==> src/rtl/battle_engine.sv <==
// -----------------------------------------------------------------------------
// battle_engine
//   Turn-based battle sequencer. A rising edge of start_battle in IDLE starts a
//   battle against opponent cur_battle. The player picks one of four moves with
//   W/S and fires it with ENTER; the enemy strikes back after each player
//   attack. A member whose HP reaches 0 faints and the next team slot steps in.
//   The battle ends when the enemy or the last team member reaches 0 HP.
//
// Ports
//   Clk, Reset     : clock, synchronous active-high reset
//   start_battle   : level from roam logic, battle begins on its rising edge
//   keycode[7:0]   : current key code (0x00 = none, W=0x1A, S=0x16, ENTER=0x28)
//   my_team[8:0]   : three 3-bit creature ids (carried for display logic only)
//   cur_battle[2:0]: opponent index 0..4
//   end_battle     : one-cycle pulse when a battle finishes
//   result         : 1 = player won, 0 = player lost
//   my_cur[1:0]    : active team slot
//   enemy_cur_id   : opponent creature id
//   my_hp, enemy_hp: current HP values
//   menu_sel[1:0]  : highlighted move
//   phase[2:0]     : encoded state for display logic
// -----------------------------------------------------------------------------
module battle_engine #(
   parameter int unsigned WAIT_CYCLES = 25_000_000,
   parameter int unsigned MY_MAX_HP   = 100
) (
   input  logic       Clk,
   input  logic       Reset,
   input  logic       start_battle,
   input  logic [7:0] keycode,
   input  logic [8:0] my_team,
   input  logic [2:0] cur_battle,
   output logic       end_battle,
   output logic       result,
   output logic [1:0] my_cur,
   output logic [2:0] enemy_cur_id,
   output logic [7:0] my_hp,
   output logic [7:0] enemy_hp,
   output logic [1:0] menu_sel,
   output logic [2:0] phase
);

   localparam logic [2:0] S_IDLE          = 3'd0;
   localparam logic [2:0] S_INIT          = 3'd1;
   localparam logic [2:0] S_PLAYER_TURN   = 3'd2;
   localparam logic [2:0] S_PLAYER_ATTACK = 3'd3;
   localparam logic [2:0] S_ENEMY_ATTACK  = 3'd4;
   localparam logic [2:0] S_FAINT         = 3'd5;
   localparam logic [2:0] S_DONE          = 3'd6;

   localparam logic [7:0] KEY_W     = 8'h1A;
   localparam logic [7:0] KEY_S     = 8'h16;
   localparam logic [7:0] KEY_ENTER = 8'h28;

   localparam logic [7:0] MAX_HP = 8'(MY_MAX_HP);
   localparam int unsigned CW    = (WAIT_CYCLES > 1) ? $clog2(WAIT_CYCLES) : 1;
   localparam logic [CW-1:0] CNT_LAST = CW'(WAIT_CYCLES - 1);

   logic [2:0]    state_q, state_d;
   logic [CW-1:0] cnt_q, cnt_d;
   logic          result_q, result_d;
   logic [1:0]    my_cur_q, my_cur_d;
   logic [2:0]    enemy_id_q, enemy_id_d;
   logic [7:0]    my_hp_q, my_hp_d;
   logic [7:0]    enemy_hp_q, enemy_hp_d;
   logic [1:0]    menu_sel_q, menu_sel_d;
   logic [7:0]    prev_key_q, prev_key_d;
   logic          prev_start_q, prev_start_d;
   logic          start_armed_q, start_armed_d;

   logic       key_press;
   logic       start_edge;
   logic       wait_done;
   logic [7:0] player_dmg;
   logic [7:0] enemy_dmg;

   // my_team only feeds sprite selection outside this block
   logic unused_team;
   assign unused_team = ^my_team;

   assign key_press  = (keycode != 8'h00) && (keycode != prev_key_q);
   // start_armed_q stays low after reset until start_battle has been seen low,
   // so a level already high at reset release cannot start a battle
   assign start_edge = start_battle && !prev_start_q && start_armed_q;
   assign wait_done  = (cnt_q == CNT_LAST);
   assign player_dmg = 8'd15 + 8'd5 * {6'd0, menu_sel_q};
   assign enemy_dmg  = 8'd10 + 8'd10 * {5'd0, cur_battle};

   always_comb begin
      state_d       = state_q;
      cnt_d         = cnt_q;
      result_d      = result_q;
      my_cur_d      = my_cur_q;
      enemy_id_d    = enemy_id_q;
      my_hp_d       = my_hp_q;
      enemy_hp_d    = enemy_hp_q;
      menu_sel_d    = menu_sel_q;
      prev_key_d    = keycode;
      prev_start_d  = start_battle;
      start_armed_d = start_armed_q | ~start_battle;

      case (state_q)
         S_IDLE: begin
            if (start_edge) state_d = S_INIT;
         end
         S_INIT: begin
            my_cur_d   = 2'd0;
            my_hp_d    = MAX_HP;
            menu_sel_d = 2'd0;
            enemy_hp_d = 8'd60 + 8'd10 * {5'd0, cur_battle};
            enemy_id_d = 3'd7 - cur_battle;
            result_d   = 1'b0;
            state_d    = S_PLAYER_TURN;
         end
         S_PLAYER_TURN: begin
            if (key_press) begin
               case (keycode)
                  KEY_W: menu_sel_d = menu_sel_q - 2'd1;
                  KEY_S: menu_sel_d = menu_sel_q + 2'd1;
                  KEY_ENTER: begin
                     enemy_hp_d = (enemy_hp_q > player_dmg) ? enemy_hp_q - player_dmg : 8'd0;
                     state_d    = S_PLAYER_ATTACK;
                  end
                  default: ;
               endcase
            end
         end
         S_PLAYER_ATTACK: begin
            if (wait_done) begin
               if (enemy_hp_q == 8'd0) begin
                  result_d = 1'b1;
                  state_d  = S_DONE;
               end else begin
                  // enemy damage lands on the ENEMY_ATTACK entry edge
                  my_hp_d = (my_hp_q > enemy_dmg) ? my_hp_q - enemy_dmg : 8'd0;
                  state_d = S_ENEMY_ATTACK;
               end
            end
         end
         S_ENEMY_ATTACK: begin
            if (wait_done) begin
               if (my_hp_q != 8'd0) begin
                  state_d = S_PLAYER_TURN;
               end else if (my_cur_q == 2'd2) begin
                  result_d = 1'b0;
                  state_d  = S_DONE;
               end else begin
                  state_d = S_FAINT;
               end
            end
         end
         S_FAINT: begin
            my_cur_d = my_cur_q + 2'd1;
            my_hp_d  = MAX_HP;
            state_d  = S_PLAYER_TURN;
         end
         S_DONE: begin
            state_d = S_IDLE;
         end
         default: begin
            state_d = S_IDLE;
         end
      endcase

      if (state_d != state_q) begin
         cnt_d = '0;
      end else if (state_q == S_PLAYER_ATTACK || state_q == S_ENEMY_ATTACK) begin
         cnt_d = cnt_q + CW'(1);
      end
   end

   always_ff @(posedge Clk) begin
      if (Reset) begin
         state_q       <= S_IDLE;
         cnt_q         <= '0;
         result_q      <= 1'b0;
         my_cur_q      <= '0;
         enemy_id_q    <= '0;
         my_hp_q       <= '0;
         enemy_hp_q    <= '0;
         menu_sel_q    <= '0;
         prev_key_q    <= '0;
         prev_start_q  <= 1'b0;
         start_armed_q <= 1'b0;
      end else begin
         state_q       <= state_d;
         cnt_q         <= cnt_d;
         result_q      <= result_d;
         my_cur_q      <= my_cur_d;
         enemy_id_q    <= enemy_id_d;
         my_hp_q       <= my_hp_d;
         enemy_hp_q    <= enemy_hp_d;
         menu_sel_q    <= menu_sel_d;
         prev_key_q    <= prev_key_d;
         prev_start_q  <= prev_start_d;
         start_armed_q <= start_armed_d;
      end
   end

   assign end_battle   = (state_q == S_DONE);
   assign result       = result_q;
   assign my_cur       = my_cur_q;
   assign enemy_cur_id = enemy_id_q;
   assign my_hp        = my_hp_q;
   assign enemy_hp     = enemy_hp_q;
   assign menu_sel     = menu_sel_q;
   assign phase        = state_q;

endmodule

==> config.mk <==
export PLATFORM = sky130hd
export DESIGN_NAME = battle_engine
export DESIGN_NICKNAME = d
export VERILOG_FILES = /design/src/rtl/battle_engine.sv
export SDC_FILE = /design/constraint.sdc
export NUM_CORES = 1
export LEC_CHECK = 0
export CAP_MARGIN = 30
export CORE_MARGIN = 8
export CORE_UTILIZATION = 50
export CTS_CLUSTER_DIAMETER = 40
export DETAILED_ROUTE_END_ITERATION = 10
export GPL_ROUTABILITY_DRIVEN = 0
export PLACE_DENSITY = 0.76
export SLEW_MARGIN = 20
export SYNTH_ARGS = -nofsm -noshare
export SYNTH_HDL_FRONTEND = slang
export SYNTH_SLANG_ARGS = --single-unit
export TNS_END_PERCENT = 20
==> constraint.sdc <==
create_clock -name Clk -period 3.2 [get_ports Clk]
set_clock_uncertainty 0.15 [all_clocks]
set_input_delay 0.64 -clock Clk [delete_from_list [all_inputs] [get_ports Clk]]
set_output_delay 0.64 -clock Clk [all_outputs]
set_load 0.005 [all_outputs]
* Word level (Yosys, flattened, before mapping)
Cells that the tools add are included.
Widths: inputs -> output; s select.
** Cells by class
- $add $sub $neg :: 10
- Multiply operators :: 2
- $lt $le $gt $ge :: 2
- Equal/unequal tests :: 22
- Mux-type cells :: 27
- Bitwise operators :: 2
- Reduce and logical (&&, ||, !) cells :: 19
** Operators by type and width (number)
- $mux 8 :: 6
- $pmux 8 s2 :: 2
- $add 25x1->25 const B :: 1
- $eq 25x25->1 const B :: 1
- $mux 3 :: 6
- $eq 8x5->1 const B :: 2
- $reduce_bool 8->1 :: 2
- $pmux 3 s5 :: 1
- $ne 2x2->1 const B :: 7
- $pmux 2 s2 :: 3
- $eq 3x3->1 const B :: 3
- $reduce_and 3->1 :: 3
- $add 4x7->8 const A :: 1
- $add 6x7->8 const A :: 1
- $eq 8x6->1 const B :: 1
- $gt 8x6->1 :: 1
- $gt 8x8->1 :: 1
- $logic_not 8->1 :: 1
- $ne 8x8->1 :: 1
- $sub 8x6->8 :: 1
- $sub 8x8->8 :: 1
- $add 4x5->6 const A :: 1
- $eq 3x2->1 const B :: 2
- $mul 3x3->6 const A :: 1
- other kinds (22) :: 34
** Storage, ports and cells
- Flip-flop bits (word level) :: 62
- Output and inout bits :: 28
- Logic and storage cells :: 95

* Longest topological paths before layout
- Depth in word-level cells :: 7
- Mapped depth :: 13
- Gate-level depth less buffers :: 13

* Worst setup path before layout
Ideal clock, no wire load.
- Path kind :: input to register
- Start point :: in cur_battle[0]
- End point :: reg my_hp_q[7] (netlist: my_hp[7])
- Library setup time :: 96 ps
- Data arrival time :: 3168 ps
- Data required time :: 2954 ps
- Path slack :: -213 ps
- Stages on the path :: 12
- Path through :: ha_1 > inv_1 > ha_1 > a21oi_1 > nor2_1 > maj3_1 > o21ai_0 > ha_1 > nand3_1 > nor2_1 > or4_4 > o41ai_2
** On the way
- Longest elaborated chain between the ends :: 7
** Ends and longest elaborated chain
- from (decl) :: RTL line 32 : input logic [2:0] cur_battle,
- $mul 3x3->6 (*) :: RTL line 87 : assign enemy_dmg = 8'd10 + 8'd10 * {5'd0, cur_battle};
- $add 4x7->8 (*) :: RTL line 87
- $sub 8x8->8 / $gt 8x8->1 (equally long branches) :: RTL line 135 : my_hp_d = (my_hp_q > enemy_dmg) ? my_hp_q - enemy_dmg : 8'd0;
- $mux 8 (*) :: RTL line 135
- $mux 8 (*) :: RTL line 130 : if (enemy_hp_q == 8'd0) begin
- $mux 8 (*) :: RTL line 129 : if (wait_done) begin
- $pmux 8 s2 (*) :: RTL line 102 : case (state_q)
- to (signal assigned) :: RTL line 191 : my_hp_q <= my_hp_d;
- to (decl) :: RTL line 64 : logic [7:0] my_hp_q, my_hp_d;
Mark *: on every way between the ends. The rest lies on a longest branch, timed or not. The select of a mux whose other input is x is not followed.
A chain may end at the register's enable or synchronous reset.

* Final worst setup path
Same ends and word-level chain as after synthesis.

==> impl_metrics.yaml <==
status:
  status: "finished, final reports clean"
critical_path:
  startpoint_type: "primary input"
  worst_ep_arrival_time_ps: 3210
  cp_max_fo: 3
  r2r_slack_ps: 310
  rr_worst_depth: 10
  critical_path_class: "primary input to register"
  cp.required_ps: 3310
  end_kind: "register"
clocking:
  cts_num_sinks: 61
  cts_tree: "done"
  clk_latency_ps: 350
  cts_inserted_buffers: 9
  htree_num_levels: 3
  cts_root_buf: "clkbuf_8"
  ctsLongestPathBuffers: 2
  postCtsHoldBufs: 0
  clkTransAtPathRegs_ps: 80
route:
  met3_length_um: 554
  drc: 0
  wl_per_cell_um: 14.89
  vias_per_cell: 5.585
  drtIter0Drc: 294
  drtPass1Iterations: 5
  met1_length_um: 4409
  routed_wl_um: 9621
  drtAntennaViolNets: 0
  route.met2.wl_um: 4487
  topRoutingLayerUsed: "met4"
  vias: 3608
logic_synthesis:
  async_flop_share_pct: 0
  ys_types: 62
  postSynthCellCount: 466
  synth.avg_cell_area_um2: 8.189
  seq_area_frac_synth_pct: 32.00
  yosys-top-cells-area: "dfxtp_1 32%, ha_1 8.5%, nor2_1 6.9%, xor2_1 5.3%, xnor2_1 4.6%"
  yosys_warnings: 0
  synth_edf_count: 0
  yosys.area.top_type: "dfxtp_1"
  yosys_most_used_dff: "dfxtp_1"
  netlist_area_um2: 3816
  yosysTopAreaCellShare_pct: 32.00
  synth-seq-cells: 61
  syn_nets: 519
power_and_ir_drop:
  clkPwrFrac_pct: 43.6
  p_leak_nw: 1.890
  combinationalPowerShare_pct: 16.1
  max-vdd-ir-drop_mv: 0.2845
  p_switching_uw: 505.7
  p_seq_share_pct: 40.3
  netSwitchingFraction_pct: 25.91
  p_total_mw: 1.952
  intPower_mw: 1.446
  power-per-cell-area_nw_per_um2: 397.1
hold_path:
  hold_path.class: "register to register"
  worstHoldPathCells: 2
die:
  fp.dieH_um: 103.4
  die-area_um2: 10680
  initial_core_util_pct: 50.43
  core-area_um2: 7567
  rows: 32
  pin_count: 51
  die_w_um: 103.4
place:
  hpwl_um: 7179
  port_buffers: 40
  place_ws_ps: -613.6
  post-place-cells: 628
global_routing:
  grt_pass1_wl_um: 15950
  grtUsageTotal_pct: 18.78
  antenna_found_initial: 0
  grt_pass1_vias: 3491
  grt_max_degree: 26
  grt_overflow: 0
cells_and_area:
  postLayoutCoreUtil_pct: 64.96
  final_cell_mix: "68 x nor2_1, 61 x dfxtp_1, 37 x clkdlybuf4s50_1, 37 x buf_4, 30 x nand2_1"
  syn_to_final_growth_pct: 28.82
  fin_nets: 592
  antenna_cells: 0
  final_common_cell: "nor2_1"
  fillers: 614
  stdcell_count: 646
  drive_above_1_share_pct: 15.99
timing:
  hold_viol: 0
  finalSetupViolations: 0
  finalCritPeriodShare_pct: 96.93
  finalSetupTns_ps: 0
  maxSlewHeadroom_pct: 62.85
  period_needed_ps: 3102
  worstMarginPinSlew_ps: 543.2
  final_max_slew_viol_count: 0
  layout_setup_ws_ps: 98.18
  clock.fmax_mhz: 322.4
flow_run:
  max_cap_viol_count: 0
-- path summary, 6_finish.rpt --
kind / start / to
worst max-delay path: cur_battle[0] / my_hp[7]
worst min-delay path: start_armed_q / start_armed_q
worst max register to register: menu_sel[0] / enemy_hp[2]
worst min register to register: start_armed_q / start_armed_q
-- Yosys cell counts, types with 3 or more instances --
cell type	number
nor2b_1	13
and3_1	7
nor2_1	70
ha_1	26
o21ai_0	17
a221oi_1	5
or2_2	4
or3_1	5
and2_1	3
nand3_1	13
nand2b_1	3
a211oi_1	11
fa_1	4
nand4_1	6
nand2_1	30
dfxtp_1	61
a21oi_1	19
xor2_1	23
xnor2_1	20
o21a_1	7
o31ai_1	5
clkbuf_1	13
inv_1	22
nor3_1	16
nor4_1	9
-- power groups by stage --
| stage | Sequential, mW | Clock [mW] | Combinational, mW |
|---|---|---|---|
| after floorplan | 0.801 | 0 | 0.165 |
| after global placement | 0.804 | 0 | 0.284 |
| after detailed placement | 0.805 | 0 | 0.291 |
| after CTS | 0.787 | 0.871 | 0.293 |
| after global routing | 0.789 | 0.904 | 0.344 |
| final | 0.788 | 0.851 | 0.314 |
-- what timing repair did --
action,4_1_cts,5_1_grt
pin swaps,0,13
buffers inserted,0,2
gates resized for setup,5,24
setup endpoints to repair,7,6
-- kinds of logic after synthesis --
logic type	after synthesis	synth area share (%)
simple gates	200	26.92
buf+inv	39	4.000
flops	61	32.00
other cells	2	0.1968
xor+xnor	43	9.869
fa+ha+maj	31	10.89
compound gates	90	16.13
-- registers in the layout, summed over array words and instances, names as in the netlist --
| register | flops |
|---|---|
| cnt_q | 25 |
| enemy_cur_id | 3 |
| enemy_hp | 8 |
| menu_sel | 2 |
| my_cur | 2 |
| my_hp | 7 |
| phase | 3 |
| prev_key_q | 8 |
| prev_start_q | 1 |
| result | 1 |
| start_armed_q | 1 |
-- per-stage QoR --
step,hold slack [ps],area (um2)
global placement,287.1,4581
CTS,333.8,4832
floorplan,279.6,3832
global route,368.0,4916
detailed placement,321.5,4581
finish,319.1,4916
-- per-layer routing --
| metal | track usage [%] | up-vias |
|---|---|---|
| met5 | 0 | - |
| met4 | 6.340 | 0 |
| met3 | 5.689 | 20 |
| met2 | 30.77 | 99 |
| met1 | 22.81 | 1697 |
| li1 | - | 1792 |
-- worst max-delay path, stage by stage --
cell and delay (ps):
buf_2 130, ha_4 240, buf_4 150, nor2_4 120
nor2_2 50, xor2_1 190, a21oi_2 80, xnor2_1 180
ha_1 260, buf_4 150, nand3_2 60, nor2_1 50
or4_4 560, o41ai_4 340
-- area by class of cell --
type | count | area [um2] | share of cell area (%)
well taps | 102 | 127.6 | 2.596
multi-input cells | 366 | 2540 | 51.67
clock buffers | 9 | 123.9 | 2.520
repair buffers | 79 | 699.4 | 14.23
inverters | 22 | 82.58 | 1.680
flip-flops and latches | 61 | 1221 | 24.84
clock inverters | 7 | 121.4 | 2.469
Power figures use the tool's default switching activity.
